File: src/rtl/fpu_fix_acc.sv
// fpu_fix_acc: converts a stream of single-precision products into signed
// fixed point Q(ACC_W-FRAC_W).FRAC_W and sums each burst with saturation.
//
// Handshake: i_valid marks a product on i_x for exactly one cycle. There is
// no backpressure, and one element per cycle is always accepted. i_last only
// counts when i_valid is high. o_valid is a one-cycle pulse. o_sum and o_ovf
// hold their values until the next pulse.
module fpu_fix_acc #(
  parameter int ACC_W  = 32,
  parameter int FRAC_W = 16
) (
  input  logic             clk,
  input  logic             rst,
  input  logic             i_valid,
  input  logic             i_last,
  input  logic [31:0]      i_x,
  output logic             o_valid,
  output logic [ACC_W-1:0] o_sum,
  output logic             o_ovf,
  output logic             o_busy
);

  localparam logic [ACC_W-1:0] MAX_V = {1'b0, {(ACC_W-1){1'b1}}};
  localparam logic [ACC_W-1:0] MIN_V = {1'b1, {(ACC_W-1){1'b0}}};

  typedef enum logic {
    ST_IDLE = 1'b0,
    ST_ACC  = 1'b1
  } state_e;

  // Conversion signals.
  logic             x_sgn;
  logic [7:0]       x_expn;
  logic [23:0]      x_mant;
  int               shift_s;
  int               top_pos;
  logic [23:0]      mant_rs;
  logic [ACC_W-1:0] mag;
  logic [ACC_W-1:0] conv_val;
  logic             conv_flag;

  // Stage-1 pipeline registers.
  logic             s1_valid_q, s1_valid_d;
  logic             s1_last_q,  s1_last_d;
  logic [ACC_W-1:0] s1_val_q,   s1_val_d;
  logic             s1_flag_q,  s1_flag_d;

  // Stage-2 state and output registers.
  state_e           state_q, state_d;
  logic [ACC_W-1:0] acc_q,   acc_d;
  logic             ovf_q,   ovf_d;
  logic [ACC_W-1:0] sum_q,   sum_d;
  logic             oovf_q,  oovf_d;
  logic             ovalid_q, ovalid_d;

  logic [ACC_W:0]   sum_ext;
  logic             add_ovf;
  logic [ACC_W-1:0] add_sat;

  // Float-to-fixed conversion. top_pos is where the mantissa's leading one
  // lands. If it reaches the sign bit, the value cannot be represented.
  always_comb begin
    x_sgn     = i_x[31];
    x_expn    = i_x[30:23];
    x_mant    = {1'b1, i_x[22:0]};
    shift_s   = int'(x_expn) - 150 + FRAC_W;
    top_pos   = shift_s + 23;
    mant_rs   = '0;
    mag       = '0;
    conv_val  = '0;
    conv_flag = 1'b0;
    if (x_expn == 8'd0) begin
      conv_val = '0;
    end else if (x_expn == 8'hFF || top_pos >= ACC_W - 1) begin
      conv_val  = x_sgn ? MIN_V : MAX_V;
      conv_flag = 1'b1;
    end else begin
      if (shift_s >= 0) begin
        mag = ACC_W'(x_mant) << shift_s;
      end else begin
        mant_rs = x_mant >> (-shift_s);
        mag     = ACC_W'(mant_rs);
      end
      conv_val = x_sgn ? -mag : mag;
    end
  end

  // Stage-1 next values. A non-valid cycle never carries a last marker.
  always_comb begin
    s1_valid_d = i_valid;
    s1_last_d  = i_valid & i_last;
    s1_val_d   = conv_val;
    s1_flag_d  = i_valid & conv_flag;
  end

  // Stage-1 register. Reset drops any element in flight.
  always_ff @(posedge clk) begin
    if (rst) begin
      s1_valid_q <= 1'b0;
      s1_last_q  <= 1'b0;
      s1_val_q   <= '0;
      s1_flag_q  <= 1'b0;
    end else begin
      s1_valid_q <= s1_valid_d;
      s1_last_q  <= s1_last_d;
      s1_val_q   <= s1_val_d;
      s1_flag_q  <= s1_flag_d;
    end
  end

  // Accumulator FSM: next state, saturating add, and emit on the last element.
  always_comb begin
    state_d  = state_q;
    acc_d    = acc_q;
    ovf_d    = ovf_q;
    sum_d    = sum_q;
    oovf_d   = oovf_q;
    ovalid_d = 1'b0;
    sum_ext  = {acc_q[ACC_W-1], acc_q} + {s1_val_q[ACC_W-1], s1_val_q};
    add_ovf  = sum_ext[ACC_W] ^ sum_ext[ACC_W-1];
    add_sat  = add_ovf ? (sum_ext[ACC_W] ? MIN_V : MAX_V) : sum_ext[ACC_W-1:0];
    if (s1_valid_q) begin
      case (state_q)
        ST_IDLE: begin
          acc_d = s1_val_q;
          ovf_d = s1_flag_q;
        end
        default: begin
          acc_d = add_sat;
          ovf_d = ovf_q | s1_flag_q | add_ovf;
        end
      endcase
      if (s1_last_q) begin
        ovalid_d = 1'b1;
        sum_d    = acc_d;
        oovf_d   = ovf_d;
        state_d  = ST_IDLE;
      end else begin
        state_d  = ST_ACC;
      end
    end
  end

  // Stage-2 registers. Reset discards any partial sum.
  always_ff @(posedge clk) begin
    if (rst) begin
      state_q  <= ST_IDLE;
      acc_q    <= '0;
      ovf_q    <= 1'b0;
      sum_q    <= '0;
      oovf_q   <= 1'b0;
      ovalid_q <= 1'b0;
    end else begin
      state_q  <= state_d;
      acc_q    <= acc_d;
      ovf_q    <= ovf_d;
      sum_q    <= sum_d;
      oovf_q   <= oovf_d;
      ovalid_q <= ovalid_d;
    end
  end

  assign o_valid = ovalid_q;
  assign o_sum   = sum_q;
  assign o_ovf   = oovf_q;
  assign o_busy  = (state_q == ST_ACC);

endmodule

File: config.mk
export PLATFORM = sky130hd
export DESIGN_NAME = fpu_fix_acc
export DESIGN_NICKNAME = d
export VERILOG_FILES = /design/src/rtl/fpu_fix_acc.sv
export SDC_FILE = /design/constraint.sdc
export NUM_CORES = 1
export LEC_CHECK = 0
export ABC_CLOCK_PERIOD_IN_PS = 7400
export BUFFER_PORTS_ARGS = -buffer_cell sky130_fd_sc_hd__buf_4
export CAP_MARGIN = 20
export CORE_MARGIN = 2
export CORE_UTILIZATION = 40
export DETAILED_ROUTE_END_ITERATION = 8
export GPL_ROUTABILITY_DRIVEN = 0
export PLACE_DENSITY = 0.65
export SYNTH_ARGS = -nofsm -noshare
export SYNTH_HDL_FRONTEND = slang
export SYNTH_SLANG_ARGS = --single-unit
File: constraint.sdc
create_clock -name clk -period 7.4 [get_ports clk]
set_input_delay 0.74 -clock clk [delete_from_list [all_inputs] [get_ports clk]]
set_output_delay 0.74 -clock clk [all_outputs]
set_load 0.02 [all_outputs]
-- Word level (Yosys, flattened, before mapping)
Cells that the tools add are included.
W data, S select, Z words.
- add/subtract/negate cells: 6
- magnitude comparators: 2
- equal/unequal tests: 1
- shifts and indexed selects: 2
- muxes and demuxes: 14
- bitwise gates (word level): 6
- reduce and logical (&&, ||, !) cells: 5
- operators by type and width (operator ; count):
    $mux W32 ; 9
    $add A32 B32 Y33 ; 1
    $neg A10 Y32 ; 1
    $neg A32 Y32 ; 1
    $shl A24 B32 Y32 ; 1
    $shr A24 B32 Y24 ; 1
    $add A10 B6 Y11 const B ; 1
    $ge A11 B6 Y1 const B ; 1
    $add A9 B6 Y10 const B ; 1
    $ge A10 B1 Y1 const B ; 1
    $sub A8 B8 Y9 const B ; 1
    $eq A8 B8 Y1 const B ; 1
    $logic_not A8 Y1 ; 1
    $mux W1 ; 5
    $reduce_or A2 Y1 ; 2
    $and A1 B1 Y1 ; 2
    $or A1 B1 Y1 ; 2
    $reduce_and A2 Y1 ; 1
    $logic_or A1 B1 Y1 ; 1
    $not A1 Y1 ; 1
    $xor A1 B1 Y1 ; 1
- register bits: 103
- input bits: 36

-- Longest topological paths before layout
Gate-level depths: netlist (run 1).
- depth in word-level cells: 10
- depth in mapped cells: 26
- depth with buffers taken out: 21

-- Least setup slack after synthesis (run 1)
Ideal clock, no wire load.
- path kind: input to register
- start: input i_x[26]
- end: register s1_val_q[20]
- library setup time: 74 ps
- arrival: 5797 ps
- required time: 7326 ps
- slack: 1528 ps
- stages: 23
- buffers on the path: 6
- cell sequence: buf_4 -> buf_6 -> a21oi_2 -> xnor2_1 -> clkbuf_1 -> buf_1 -> ha_1 -> clkbuf_1 -> a311oi_2 -> nor2_2 -> nand3_1 -> ha_1 -> nor4_1 -> nand4_1 -> a2111oi_4 -> buf_2 -> nand2_1 -> o31ai_2 -> nor4_4 -> nand3_2 -> nor2_1 -> or4_1 -> a31oi_1
- longest elaborated chain between the ends: 10
- RTL lines (element ; RTL line ; source):
    start: declaration ; 16 ; input logic [31:0] i_x,
    $sub A8 B8 Y9 ; 66 ; shift_s = int'(x_expn) - 150 + FRAC_W;
    $add A9 B6 Y10 ; 66 ;
    $neg A10 Y32 ; 81 ; mant_rs = x_mant >> (-shift_s);
    $shr A24 B32 Y24 ; 81 ;
    $mux W32 ; 78 ; if (shift_s >= 0) begin
    $mux W32 ; 74 ; end else if (x_expn == 8'hFF || top_pos >= ACC_W - 1) begin
    $mux W32 ; 72 ; if (x_expn == 8'd0) begin
    $neg A32 Y32 ; 84 ; conv_val = x_sgn ? -mag : mag;
    $mux W32 ; 84 ;
    $mux W32 ; 74 ;
    end signal: assignment ; 106 ; s1_val_q <= s1_val_d;
    end: declaration ; 45 ; logic [ACC_W-1:0] s1_val_q, s1_val_d;
Parallel ways exist; a longest one is shown, timed or not. The select of a mux whose other input is x is not followed.
A chain may end at the register's enable or synchronous reset.

-- Worst setup path in the final report (run 1)
- start: input i_x[25]
- end: register s1_val_q[29]
Same word-level chain as after synthesis.

==> flow_metrics.py, run 1 <==
metrics = {
    "run_status": {
        "status": "complete, no violations",
    },
    "synthesis": {
        "synth-main-ff-cell": "dfxtp_1",
        "synth_edf_count": 0,
        "synth_nets": 1477,
        "synth.ff_latch_count": 103,
        "yosys_warnings": 0,
        "seq_area_frac_synth_pct": 19.16,
        "avgSynthCellArea_um2": 7.737,
        "yosysUniqueCellTypes": 109,
        "ys_async_sr_fraction_pct": 0,
        "synth_area_um2": 10760,
        "synth_cells": 1391,
    },
    "clocking": {
        "cts_resized": 0,
        "path_clk_slew_ps": 80,
        "cts_root_buffer": "clkbuf_16",
        "clk_latency_ps": 360,
        "h-tree-depth": 3,
        "cts-buffers-inserted": 9,
        "cts_buffer_depth": 2,
        "cts_tree": "done",
        "cts_sinks": 103,
        "hold_buffers": 0,
        "post-cts-setup-buffer-count": 0,
    },
    "placed_design": {
        "dp_hpwl_um": 24280,
        "port_buffers": 70,
    },
    "power": {
        "p_leak_nw": 4.787,
        "power.density_nw_per_um2": 188.0,
        "ir_worst_vdd_mv": 0.1138,
    },
    "sta": {
        "slew_violations": 0,
        "fmax_mhz": 162.1,
        "holdWs_ps": 453.5,
        "setup_viol": 0,
        "fin_crit_sh_pct": 83.38,
        "hold_violations": 0,
        "slew_headroom_pct": 33.64,
        "fin_skew_ps": 15.46,
        "fin_setup_tns_ps": 0,
        "grt_setup_unrepaired": "no",
        "worst_slew_pin_slew_ps": 995.3,
        "period_needed_ps": 6170,
    },
    "finish": {
        "n_antenna_cell": 0,
        "nFillCells": 2632,
        "drive_gt1_share_pct": 14.78,
        "mostFrequentLayoutCell": "nor2_1",
        "final_cell_mix": "137 x nor2_1, 122 x nand2_1, 109 x o21ai_0, 108 x a21oi_1, 102 x dfxtp_1",
        "num-nets-final": 1475,
        "area_delta_synth_final_pct": 9.324,
    },
    "detailed_routing": {
        "ant_nets": 0,
        "vias": 10740,
        "drc": 0,
        "firstDrtPassIters": 5,
        "via_per_inst": 6.188,
        "drtIter0Drc": 1066,
        "drt-total-wl_um": 32030,
        "wire_per_inst_um": 18.46,
    },
    "worst_setup_path": {
        "crit_fanout": 15,
        "path_cells": "buf_4 > ha_1 > o21a_1 > xnor2_1 > ha_1 > nor3_1 > a311oi_2 > nor2_2 > nand3_1 > ha_1 > nand4b_1 > a2111oi_4 > buf_4 > nor3b_1 > a41oi_1 > o32a_1 > and4bb_1 > nand4_2 > nand3b_2 > xnor2_1 > a2111oi_2",
        "required_ps": 7650,
        "crit_top_cell": "ha_1",
        "timing.rr.end": "acc_q[28]",
        "slowest_stage": "ha_1",
        "start_kind": "input pin",
        "critPathCaptureType": "register",
        "crit_path_max_incr_delay_ps": 570,
        "r2r_cells": 15,
        "rr_startpoint": "s1_val_q[0]",
        "worstPathArrival_ps": 6420,
        "critPathKind": "in -> reg",
        "r2r_slack_ps": 2240,
    },
    "min_path": {
        "hold_path.startpoint": "o_sum[13]",
        "min_to": "o_sum[13]",
        "min_path_type": "reg -> reg",
        "hold_path_depth": 2,
    },
    "floorplanning": {
        "die_x_um": 168.0,
        "io_pins": 71,
        "fp.dieArea_um2": 28230,
        "initial_utilization_pct": 40.38,
        "rows": 60,
        "fp.coreArea_um2": 26650,
        "die_h_um": 168.0,
    },
    "global_routing": {
        "grt_max_degree": 65,
        "grtUsageTotal_pct": 22.15,
        "grt_pass1_wl_um": 51940,
        "grt_pass1_vias": 9613,
        "antenna_found_initial": 0,
        "grt-ovfl-total": 0,
    },
    "flow_run": {
        "cap_viol_max_count": 0,
    },
}
-- critical path: cells and delay by family --
family	cells	cell delay, ps
simple gates	8	1820
xor+xnor	2	360
buf+inv	2	370
fa+ha+maj	3	1360
compound gates	6	1730
-- how the worst max path moves through the flow --
| stage | start | end | slack, ps | cells after the start |
|---|---|---|---|---|
| 6_report | i_x[25] | s1_val_q[29] | 1230 | 21 |
| 4_1_cts | i_x[25] | s1_val_q[29] | 1280 | 21 |
| 5_1_grt | i_x[25] | s1_val_q[20] | 760 | 21 |
| 3_3_place_gp | i_x[25] | s1_val_q[29] | 1160 | 21 |
| 3_5_place_dp | i_x[25] | s1_val_q[29] | 910 | 21 |
| 2_1_floorplan | i_x[26] | s1_val_q[20] | 1530 | 23 |
-- Yosys cell counts (all sizes together), types with 5 or more instances --
cell,instances,share of area (%)
xnor2,31,2.7
mux2i,71,6.6
a41oi,10,0.81
xor2,17,1.5
a2111oi,6,0.72
nand2b,18,1.0
clkbuf,72,2.5
a211o,6,0.49
a311oi,5,0.63
nor4,15,1.2
o2111ai,7,0.63
o31ai,13,1.1
and2,7,0.41
a211oi,36,2.6
a22oi,5,0.35
a22o,7,0.57
o211ai,16,1.2
nor2,138,4.8
dfxtp,103,19
nand3b,8,0.59
nand3,43,2.1
or4,6,0.42
o21a,13,0.91
a31oi,26,1.6
o41ai,8,1.0
inv,31,1.1
a2bb2oi,7,0.57
a21o,36,2.5
nor2b,8,0.47
and3,13,0.76
a21oi,114,5.5
a41o,6,0.56
o22ai,6,0.35
o21ai,116,5.4
ha,49,5.7
mux2,16,1.7
nor3,36,1.7
nand4,13,0.95
or2,8,0.47
o2bb2ai,6,0.49
nand2,123,4.3
mux4,21,4.4
nor3b,5,0.44
buf,31,1.9
or3,11,0.69
-- metrics by stage --
step	power, mW	cell area, um2	worst slack, ps	std cells	utilization (%)
after global placement	1.714	11410	1162	1716	42.82
after global routing	2.356	11770	764.5	1735	44.15
after detailed placement	1.728	11410	906.5	1716	42.82
final	2.212	11770	1230	1735	44.15
after floorplan	1.481	10760	1528	1391	-
after CTS	2.197	11710	1276	1732	43.93
-- area by class of cell --
type	count	area [um2]	share of cell area (%)
multi-input combinational	1153	8148	69.25
sequential	103	2063	17.54
timing repair buffer	90	710.7	6.041
tap	341	426.7	3.627
clock buffer	10	239.0	2.031
inverter	32	120.1	1.021
clock inverter	6	57.56	0.4892
-- logic make-up after synthesis --
kind of cell / share of synthesized area, %
AOI/OAI and AO/OA: 31.18
xor gates and xnor gates: 4.151
adders and majority gates: 5.883
buffers and inverters: 5.499
DFF: 19.16
muxes: 12.67
and+or+nand+nor: 21.45
-- power by group --
group	internal (mW)	total (mW)	switching, mW
Sequential	0.605	0.642	0.0373
Clock	0.246	0.464	0.218
Combinational	0.423	1.11	0.684
-- metal layers --
metal  share of wire, %  GRT usage, %  vias up
met2                 45         34.87      411
met1                 47         31.68     5032
met4                2.4         6.200        0
met5                  0             0        -
li1                   -             -     5238
met3                6.3         2.962       55
Note: power is estimated with default switching activity, not from simulation.
==> run 2, diff against run 1 <==
ABC_CLOCK_PERIOD_IN_PS = 6400   (was 7400)
clock period = 6.4 ns   (was 7.4 ns; I/O delays follow)
==> run 2 against run 1 <==
Against the previous run: critical path depth stayed put; largest cell class unchanged; register-to-register slack worse by 860 ps; sequential power is 16% higher; clock power is 14% higher.
==> flow_metrics.py, run 2 (synthesis gave the netlist of run 1 again) <==
metrics = {
    "clocking": {
        "post-cts-setup-buffer-count": 0,
        "cts_buffer_depth": 2,
        "cts_root_buffer": "clkbuf_16",
        "path_clk_slew_ps": 70,
        "hold_buffers": 0,
        "clk_latency_ps": 360,
        "cts-buffers-inserted": 9,
        "cts_tree": "done",
        "cts_resized": 0,
        "cts_sinks": 103,
        "h-tree-depth": 3,
    },
    "worst_setup_path": {
        "critPathCaptureType": "register",
        "r2r_cells": 15,
        "critPathKind": "in -> reg",
        "rr_startpoint": "s1_val_q[0]",
        "worstPathArrival_ps": 5850,
        "start_kind": "input pin",
        "crit_fanout": 15,
        "critPathLaunch": "i_x[25]",
        "required_ps": 6680,
    },
    "run_status": {
        "status": "complete, no violations",
    },
    "detailed_routing": {
        "via_per_inst": 6.201,
        "vias": 10810,
        "drc": 0,
        "drtIter0Drc": 1018,
        "ant_nets": 0,
        "firstDrtPassIters": 6,
        "drt-total-wl_um": 32090,
        "wire_per_inst_um": 18.40,
    },
    "finish": {
        "area_delta_synth_final_pct": 9.522,
        "mostFrequentLayoutCell": "nor2_1",
        "drive_gt1_share_pct": 15.32,
        "n_antenna_cell": 0,
        "num-nets-final": 1484,
        "final_cell_mix": "137 x nor2_1, 122 x nand2_1, 109 x o21ai_0, 108 x a21oi_1, 102 x dfxtp_1",
        "design_area_um2": 11790,
    },
    "min_path": {
        "hold_path_depth": 2,
        "hold_path.startpoint": "o_sum[24]",
        "min_path_type": "reg -> reg",
    },
    "sta": {
        "slew_violations": 0,
        "grt_setup_unrepaired": "no",
        "fin_setup_tns_ps": 0,
        "hold_violations": 0,
        "fin_skew_ps": 15.54,
        "slew_headroom_pct": 24.38,
        "fmax_mhz": 179.6,
        "worst_slew_pin_slew_ps": 1133,
        "setup_viol": 0,
        "period_needed_ps": 5569,
        "fin_crit_sh_pct": 87.01,
        "holdWs_ps": 454.3,
        "setup_ws_ps": 831.5,
    },
    "global_routing": {
        "grt_pass1_wl_um": 52310,
        "grt_max_degree": 65,
        "grt-ovfl-total": 0,
        "grtUsageTotal_pct": 22.37,
        "antenna_found_initial": 0,
        "grt_pass1_vias": 9715,
    },
    "placed_design": {
        "port_buffers": 70,
        "dp_slack_ps": 516.6,
        "place_area_um2": 11500,
        "dp_hpwl_um": 24480,
    },
    "floorplanning": {
        "rows": 60,
        "initial_utilization_pct": 40.38,
        "fp.dieArea_um2": 28230,
        "io_pins": 71,
        "fp.coreArea_um2": 26650,
        "die_h_um": 168.0,
        "die_x_um": 168.0,
    },
    "power": {
        "ir_worst_vdd_mv": 0.1420,
        "p_leak_nw": 4.812,
        "power.density_nw_per_um2": 216.8,
        "power.total_mw": 2.555,
    },
    "flow_run": {
        "cap_viol_max_count": 0,
    },
}
run 2: cell count changes in the layout (fill, tap and decap cells not counted), sizes merged:
cell	delta
buf	+9
clkbuf	-1
clkinv	+1
run 2: final cells by class:
type | count | area (um2)
clock buffers | 9 | 225.2
fillers | 2699 | 14860
repair buffers | 99 | 743.2
well taps | 341 | 426.7
flip-flops and latches | 103 | 2063
multi-input cells | 1153 | 8148
clock inverters | 7 | 60.06
inverters | 32 | 120.1
run 2: worst paths after layout:
path / slack [ps] / endpoint
worst min register to register: 450 / o_sum[24]
worst max register to register: 1380 / acc_q[30]
worst max-delay path: 830 / s1_val_q[20]
worst min-delay path: 450 / o_sum[24]
run 2: layer usage:
metal / GRT usage, % / vias up / routed length, um
met4: 7.864 / 0 / 965
met1: 32.25 / 5082 / 15040
met5: 0 / - / 0
met2: 34.94 / 407 / 14070
li1: - / 5248 / -
met3: 1.951 / 77 / 2008
run 2: stage by stage:
step | std cells | util, %
2_1_floorplan | 1391 | -
3_3_place_gp | 1728 | 43.15
3_5_place_dp | 1728 | 43.15
4_1_cts | 1744 | 44.23
5_1_grt | 1744 | 44.23
6_report | 1744 | 44.23
run 2: power by group:
part	total, mW	internal [mW]	leakage (nW)	switching [mW]
clock	0.527	0.271	0.143	0.255
combinational	1.29	0.488	3.83	0.798
sequential	0.743	0.700	0.843	0.0430
run 2: worst max-delay path, cell delays in order:
cell and delay (ps):
buf_4 160, ha_1 200, o21a_1 220, xnor2_1 320, ha_1 570, a311oi_2 210
nor2_2 310, nand3_1 120, ha_1 200, nor4_1 270, nand4_1 180, a2111oi_4 210
buf_4 260, nand3_2 180, o31ai_1 450, nand2_1 140, ha_1 300, nand4_4 190
nor2_1 120, or4_1 410, a31oi_1 180
